### config.mk
export PLATFORM = sky130hd
export DESIGN_NAME = bus_purifier_bank
export DESIGN_NICKNAME = d
export VERILOG_FILES = /design/src/rtl/bus_purifier_bank.sv
export SDC_FILE = /design/constraint.sdc
export NUM_CORES = 1
export LEC_CHECK = 0
export BUFFER_PORTS_ARGS = -buffer_cell sky130_fd_sc_hd__buf_2
export CAP_MARGIN = 20
export CORE_MARGIN = 1
export CORE_UTILIZATION = 45
export CTS_BUF_LIST = sky130_fd_sc_hd__clkbuf_16
export CTS_CLUSTER_DIAMETER = 200
export CTS_CLUSTER_SIZE = 14
export DETAILED_ROUTE_END_ITERATION = 8
export PLACE_DENSITY = 0.59
export REMOVE_ABC_BUFFERS = 1
export SETUP_SLACK_MARGIN = 0.1
export SYNTH_ARGS = -nofsm -noshare
export SYNTH_HDL_FRONTEND = slang
export SYNTH_SLANG_ARGS = --single-unit
### constraint.sdc
create_clock -name clk -period 2.7 [get_ports clk]
set_clock_uncertainty 0.1 [all_clocks]
set_input_delay 0.27 -clock clk [delete_from_list [all_inputs] [get_ports clk]]
set_output_delay 0.27 -clock clk [all_outputs]
set_load 0.01 [all_outputs]
### src/rtl/bus_purifier_bank.sv
// Multi-channel bus strobe purifier: per-channel two-flop synchroniser, shift-register
// filter, follow/strict settle FSM, clean edge pulses and saturating glitch counters.
module bus_purifier_bank #(
  parameter int                  CHANNELS  = 8,
  parameter int                  DEPTH     = 8,
  parameter int                  CNT_W     = 8,
  parameter logic [CHANNELS-1:0] RESET_LVL = {CHANNELS{1'b0}},
  localparam int                 SEL_W     = (CHANNELS > 1) ? $clog2(CHANNELS) : 1
) (
  input  logic                clk,
  input  logic                reset_n,
  input  logic [CHANNELS-1:0] in,
  input  logic                mode,
  input  logic                clear_cnt,
  input  logic [SEL_W-1:0]    cnt_sel,
  output logic [CHANNELS-1:0] out,
  output logic [CHANNELS-1:0] rise,
  output logic [CHANNELS-1:0] fall,
  output logic [CHANNELS-1:0] settled,
  output logic [CNT_W-1:0]    glitch_cnt
);

  typedef enum logic [0:0] {
    ST_IDLE   = 1'b0,
    ST_SETTLE = 1'b1
  } state_t;

  logic [CNT_W-1:0] cnt_s [CHANNELS];
  logic [CNT_W-1:0] sel_cnt_s;

  for (genvar ch = 0; ch < CHANNELS; ch++) begin : g_ch
    logic             s1_r;
    logic             s2_r;
    logic [DEPTH-1:0] mem_r;
    logic             stable_s;
    logic             stable_r;
    logic             out_r;
    logic             out_prev_r;
    logic             entry_lvl_r;
    logic             settle_hit_s;
    state_t           state_r;
    logic [CNT_W-1:0] cnt_r;

    assign stable_s     = (&mem_r) | ~(|mem_r);
    // A settle that lands back on the level held before the disturbance is a glitch.
    assign settle_hit_s = (state_r == ST_SETTLE) & stable_s & (mem_r[0] == entry_lvl_r);

    // Synchroniser, filter memory, delayed stability flag and edge history.
    always_ff @(posedge clk or negedge reset_n) begin
      if (!reset_n) begin
        s1_r       <= RESET_LVL[ch];
        s2_r       <= RESET_LVL[ch];
        mem_r      <= {DEPTH{RESET_LVL[ch]}};
        stable_r   <= 1'b1;
        out_prev_r <= RESET_LVL[ch];
      end else begin
        s1_r       <= in[ch];
        s2_r       <= s1_r;
        mem_r      <= {mem_r[DEPTH-2:0], s2_r};
        stable_r   <= stable_s;
        out_prev_r <= out_r;
      end
    end

    // Settle FSM: leave IDLE on loss of stability, return once the filter is uniform again.
    always_ff @(posedge clk or negedge reset_n) begin
      if (!reset_n) begin
        state_r     <= ST_IDLE;
        out_r       <= RESET_LVL[ch];
        entry_lvl_r <= RESET_LVL[ch];
      end else begin
        case (state_r)
          ST_IDLE: begin
            if (stable_r && !stable_s) begin
              entry_lvl_r <= out_r;
              state_r     <= ST_SETTLE;
              if (!mode) begin
                out_r <= s2_r;
              end
            end
          end
          ST_SETTLE: begin
            if (stable_s) begin
              out_r   <= mem_r[0];
              state_r <= ST_IDLE;
            end
          end
          default: begin
            state_r <= ST_IDLE;
          end
        endcase
      end
    end

    // Saturating glitch counter; clear has priority over an increment.
    always_ff @(posedge clk or negedge reset_n) begin
      if (!reset_n) begin
        cnt_r <= {CNT_W{1'b0}};
      end else if (clear_cnt) begin
        cnt_r <= {CNT_W{1'b0}};
      end else if (settle_hit_s && (cnt_r != {CNT_W{1'b1}})) begin
        cnt_r <= cnt_r + CNT_W'(1);
      end
    end

    assign out[ch]     = out_r;
    assign rise[ch]    = out_r & ~out_prev_r;
    assign fall[ch]    = ~out_r & out_prev_r;
    assign settled[ch] = (state_r == ST_IDLE);
    assign cnt_s[ch]   = cnt_r;
  end

  // Counter readout mux; selections beyond the last channel read as zero.
  always_comb begin
    sel_cnt_s = {CNT_W{1'b0}};
    for (int i = 0; i < CHANNELS; i++) begin
      sel_cnt_s = (cnt_sel == SEL_W'(i)) ? cnt_s[i] : sel_cnt_s;
    end
  end

  // Registered counter readout.
  always_ff @(posedge clk or negedge reset_n) begin
    if (!reset_n) begin
      glitch_cnt <= {CNT_W{1'b0}};
    end else begin
      glitch_cnt <= sel_cnt_s;
    end
  end

endmodule

==> impl_metrics.toml, run 1 <==
[status]
outcome = "finished clean"

[global_routing]
grt_pass1_vias = 5286
globalRouteTotalUtil_pct = 18.9
grt_max_degree = 81
antenna_found_initial = 0
grt_overflow = 0
grt_pass1_wl_um = 26900

[critical_path]
critPathArrivalTime_ns = 2.35
critPathMaxStageDelay_ns = 0.49
required_ns = 2.95
path_class = "reg -> reg"
critical_path.slowest_cell = "or4_1"
critPathBufInv = 0
cpLargestDelayFamily = "simple AND/OR/NAND/NOR gates"
crit_fanout = 11
cp-start-kind = "flop"
endpoint_kind = "flop"
path_cells = "ha_1 -> nand3_1 -> o211ai_1 -> a21o_1 -> or4_1 -> a21oi_1"

[synth]
synth_most_common_cell = "dfrtp_1"
syn_inst = 678
seq_area_frac_synth_pct = 59.1
synthTopCellsByCount = "dfrtp_1, nor2_1, xnor2_1, nand2_1, a21oi_1"
syn_avg_cell_area_um2 = 12.0
netlist.area_leader.share_pct = 56.5
syn-cell-area_um2 = 8150
yosysUniqueCellTypes = 42
yosys.area.top_type = "dfrtp_1"
synthFlopType = "dfrtp_1"
async_flop_share_pct = 100
synthesis.yosys.warnings = 0
synth-seq-cells = 192
yosys-top-cells-area = "dfrtp_1, xnor2_1, mux4_2"
synth-edff-count = 0

[final_layout]
largestRegisters = "g_ch.cnt_r x64, g_ch.mem_r x64"
nets = 759
area_growth_pct = 14.8
final_cells = 974
antennaDiodeCount = 0
drive_above_1_share_pct = 19.0
final_area_um2 = 9360

[timing]
period_needed_ns = 2.10
holdWs_ns = 0.189
drv_slew = 0
setup_viol = 0
tightest_slew_ns = 0.656
max_freq_mhz = 477
rsz0062_at_grt = "false"
hold_violations = 0
finalSetupTns_ns = 0
finalCritPeriodShare_pct = 77.7
maxSlewHeadroom_pct = 55.2

[route]
drt-pass1-iter-count = 4
wirelength_um = 16000
ant_nets = 0
drcViolationCount = 0
num_vias = 5370
drtIter0Drc = 298
via_per_inst = 5.51
wl_per_cell_um = 16.5

[floorplan]
ioPinCount = 55
coreArea_um2 = 17500
fp-row-count = 48
dieArea_um2 = 18600
die_y_um = 137
initial_utilization_pct = 46.6
die_w_um = 137

[clocking]
cts_tree = "done"
postCtsSetupBuffers = 0
path_clk_slew_ns = 0.07
numClockSinks = 192
clock_latency_ns = 0.43
clk_path_buf_depth = 2
cts_buffers = 17
cts_root_buffer = "clkbuf_16"
cts-htree-levels = 4

[power_and_ir_drop]
p_per_area_nw_per_um2 = 729
ir_drop_mv = 0.575
leakage_nw = 3.84

[place]
dpl_cell_area_um2 = 8610
place.gp.congestion = 0.835
dp_hpwl_um = 11000
dp.cells = 933
port_buffers = 54

[run]
maxCapViolCount = 0

[hold_path]
min_path_type = "in -> reg"
placed cells by master, fill, tap and decap left out, types with 4 or more instances in the layout:
| cell type | count |
|---|---|
| dfrtp_1 | 184 |
| nor2_1 | 75 |
| buf_2 | 53 |
| xnor2_1 | 49 |
| nand2_1 | 36 |
| a21oi_1 | 30 |
| nand4_1 | 27 |
| a211oi_1 | 26 |
| nand3_1 | 25 |
| nor2b_1 | 19 |
| mux2_2 | 17 |
| mux2i_1 | 17 |
| clkbuf_16 | 17 |
| inv_1 | 16 |
| nor4_1 | 16 |
| mux4_2 | 15 |
| a2111oi_0 | 14 |
| dlygate4sd3_1 | 9 |
| o211ai_1 | 8 |
| nand4b_1 | 8 |
| nor3b_1 | 8 |
| ha_1 | 8 |
| dfstp_2 | 8 |
| or2_2 | 6 |
| o31ai_1 | 6 |
| or4_1 | 6 |
| inv_6 | 6 |
| o21ai_0 | 5 |
| bufinv_16 | 5 |
| buf_4 | 4 |
timing repair:
action | 4_1_cts | 5_1_grt
hold buffers | 9 | 0
setup endpoints to repair | 0 | 0
resized for setup | 0 | 0
endpoints found under the hold margin | 82 | 0
area by class of cell:
class,count,area (µm²)
multi-input combinational,441,3110
clock inverter,15,228
fill,1487,8120
inverter,15,56.3
clock buffer,17,425
tap,225,282
sequential,192,4810
timing repair buffer,69,439
report_power, final:
| group | internal (W) | switching, W |
|---|---|---|
| logic | 0.000342 | 0.000416 |
| registers | 0.00310 | 0.000207 |
| clock network | 0.00166 | 0.00110 |
| total | 0.00510 | 0.00172 |
logic make-up (layout without fill, tap and decap cells):
logic type	after synthesis	in the layout	share of synthesized area, %
simple gates	238	238	15.0
flops	192	192	59.1
compound gates	97	97	8.12
xor+xnor	49	49	5.27
mux	49	49	8.58
buf+inv	45	116	2.73
fa+ha+maj	8	8	1.23
layer usage:
layer / vias to the layer above / GRT usage [%] / routed length [µm]
li1: 2565 / - / -
met1: 2708 / 26.4 / 7700
met2: 85 / 29.6 / 7700
met3: 12 / 4.07 / 511
met4: 0 / 5.86 / 129
met5: - / 0 / 0
worst paths after layout:
path,cells past startpoint,slack [ns],end,start
max,6,0.60,g_ch[7].cnt_r[5],g_ch[7].cnt_r[0]
min,2,0.19,g_ch[5].cnt_r[2],clear_cnt
max reg2reg,6,0.60,g_ch[7].cnt_r[5],g_ch[7].cnt_r[0]
min reg2reg,0,0.25,g_ch[1].s2_r,g_ch[1].s1_r
max in group asynchronous,3,1.39,g_ch[0].stable_r,reset_n
min in group asynchronous,2,0.34,g_ch[1].mem_r[5],reset_n
stage by stage:
stage / utilization (%) / total power [W] / worst slack (ns)
4_1_cts: 53.5 / 0.00692 / 0.583
5_1_grt: 53.5 / 0.00715 / 0.377
3_5_place_dp: 49.3 / 0.00412 / 0.622
2_1_floorplan: - / 0.00372 / 0.783
6_report: 53.5 / 0.00682 / 0.602
3_3_place_gp: 49.3 / 0.00409 / 0.670
Power figures use the tool's default switching activity.
==> run 2: changes to the inputs <==
--- a/config.mk
+++ b/config.mk
@@ -13,7 +13,7 @@
 export CTS_CLUSTER_DIAMETER = 200
 export CTS_CLUSTER_SIZE = 14
 export DETAILED_ROUTE_END_ITERATION = 8
-export PLACE_DENSITY = 0.59
+export PLACE_DENSITY = 0.62
 export REMOVE_ABC_BUFFERS = 1
 export SETUP_SLACK_MARGIN = 0.1
 export SYNTH_ARGS = -nofsm -noshare
==> constraint.sdc (replaced) <==
create_clock -name clk -period 1.9 [get_ports clk]
set_clock_uncertainty 0.1 [all_clocks]
set_input_delay 0.19 -clock clk [delete_from_list [all_inputs] [get_ports clk]]
set_output_delay 0.19 -clock clk [all_outputs]
set_load 0.01 [all_outputs]
==> run 2 against run 1 <==
Non-clock buffer count grew 118. Flip-flop and latch count unchanged. Final cell count rose by 12%. Highest routed layer unchanged. Sequential power grew 43%. Clock-buffer cell count is the same. Fmax increased by 11%. Via count up 10%. Worst hold slack worse by 0.12 ns.
==> impl_metrics.toml, run 2 (synthesis gave the netlist of run 1 again) <==
[final_layout]
fin_util_pct = 63.8
final_area_um2 = 11200
largestRegisters = "g_ch.cnt_r x64, g_ch.mem_r x64"
nets = 877
drive_above_1_share_pct = 43.6
final_common_cell = "dfrtp_1"
area_growth_pct = 36.9
final_cells = 1094
layout_common_cells = "dfrtp_1, buf_4, nor2_1"

[route]
via_per_inst = 5.41
ant_nets = 0
wirelength_um = 19000
num_vias = 5924
drt-pass1-iter-count = 4
drcViolationCount = 0
wl_per_cell_um = 17.4
drtIter0Drc = 289

[floorplan]
initial_utilization_pct = 46.6
coreArea_um2 = 17500
die_w_um = 137
ioPinCount = 55
dieArea_um2 = 18600
die_y_um = 137
fp-row-count = 48

[power_and_ir_drop]
p_sw_w = 0.00265
pwr-share-clk_pct = 37.5
p_comb_share_pct = 14.3
p_per_area_nw_per_um2 = 878
seqPwrFrac_pct = 48.2
p_sw_share_pct = 27.0
ir_drop_mv = 1.08
leakage_nw = 4.50
p_int_w = 0.00714

[timing]
holdWs_ns = 0.0709
setup_viol = 0
maxSlewHeadroom_pct = 69.3
rsz0062_at_grt = "true"
max_freq_mhz = 528
period_needed_ns = 1.90
finalSetupTns_ns = 0
finalCritPeriodShare_pct = 99.8
tightest_slew_ns = 0.458
drv_slew = 0
hold_violations = 0

[place]
dp.cells = 1007
dpl_cell_area_um2 = 9180
dp_hpwl_um = 12100
port_buffers = 54
place.gp.congestion = 0.844

[critical_path]
critPathArrivalTime_ns = 2.11
critPathMaxStageDelay_ns = 0.42
reg2reg_from = "g_ch[1].mem_r[6]"
startpoint = "g_ch[1].mem_r[6]"
path_class = "reg -> reg"
cpLargestDelayFamily = "simple AND/OR/NAND/NOR gates"
required_ns = 2.11
critPathBufInv = 1
critical_path.slowest_cell = "dfrtp_1"
endpoint_kind = "flop"
crit_fanout = 7
cp-start-kind = "flop"
path_cells = "nor4_4 -> nand2_4 -> a2111oi_4 -> buf_4 -> xnor2_2 -> nor2_1"

[hold_path]
hp-start = "clear_cnt"
min_path_type = "in -> reg"

[clocking]
numClockSinks = 192
path_clk_slew_ns = 0.07
cts-htree-levels = 4
cts_root_buffer = "clkbuf_16"
clk_path_buf_depth = 2
clock_latency_ns = 0.44
cts_tree = "done"
cts_buffers = 17

[run]
maxCapViolCount = 0

[global_routing]
grt_pass1_vias = 5793
antenna_found_initial = 3
grt_overflow = 0
globalRouteTotalUtil_pct = 20.4
grt_pass1_wl_um = 28900
grt_max_degree = 54

[status]
outcome = "finished clean"
## run 2: cell count changes in the layout (fill, tap and decap cells not counted), moves of 11 or more
cell	change
nor4_1	-15
a2111oi_4	+11
a2111oi_0	-14
buf_4	+101
nor4_2	+13
buf_6	+15
a21oi_1	-17
a211oi_2	+12
a211oi_1	-18
nand2_1	-11
## run 2: worst paths after layout
kind                       slack (ns)               end  depth (start not counted)
setup / recovery                0.004  g_ch[1].cnt_r[5]                          6
hold / removal                   0.07  g_ch[7].cnt_r[2]                          2
setup reg to reg                0.004  g_ch[1].cnt_r[5]                          6
hold reg to reg                  0.25      g_ch[5].s2_r                          0
max in group asynchronous        0.80  g_ch[0].stable_r                          3
min in group asynchronous        0.19  g_ch[3].mem_r[4]                          2
## run 2: repair_timing
item | in CTS | in global routing
resized for setup | 60 | 136
endpoints found under the setup margin | 41 | 74
hold buffers | 9 | 0
setup buffers | 16 | 34
endpoints found under the hold margin | 67 | 0
pin swaps | 25 | 68
## run 2: worst register-to-register path, stage by stage (launching register included)
cell and delay, ns:
dfrtp_1 0.42, nor4_4 0.36, nand2_4 0.18, a2111oi_4 0.38
buf_4 0.18, xnor2_2 0.11, nor2_1 0.06
## run 2: per-stage QoR
step	power (W)	setup slack (ns)
2_1_floorplan	0.00529	-0.0165
3_3_place_gp	0.00584	-0.0338
3_5_place_dp	0.00590	-0.190
4_1_cts	0.00967	0.00854
5_1_grt	0.0102	-0.0848
6_report	0.00979	0.00431
## run 2: final cells by class
type | instances | area [µm²]
Clock buffer | 17 | 425
Antenna cell | 2 | 5.00
Inverter | 15 | 56.3
Fill cell | 1305 | 6320
Timing Repair Buffer | 187 | 1400
Tap cell | 225 | 282
Multi-Input combinational cell | 441 | 3990
Clock inverter | 15 | 179
Sequential cell | 192 | 4820
## run 2: layer usage
metal  vias up  GRT usage, %  share of wire (%)
li1       2791             -                  -
met1      3024          26.7                 44
met2        86          33.5                 52
met3        23          4.67                2.7
met4         0          6.91                1.4
met5         -             0                  0
## run 2: power groups by stage
stage	clock network, W	logic [W]	registers [W]
2_1_floorplan	0	0.000561	0.00473
5_1_grt	0.00391	0.00154	0.00478
4_1_cts	0.00375	0.00122	0.00471
3_5_place_dp	0	0.00113	0.00477
3_3_place_gp	0	0.00110	0.00474
6_report	0.00367	0.00140	0.00472
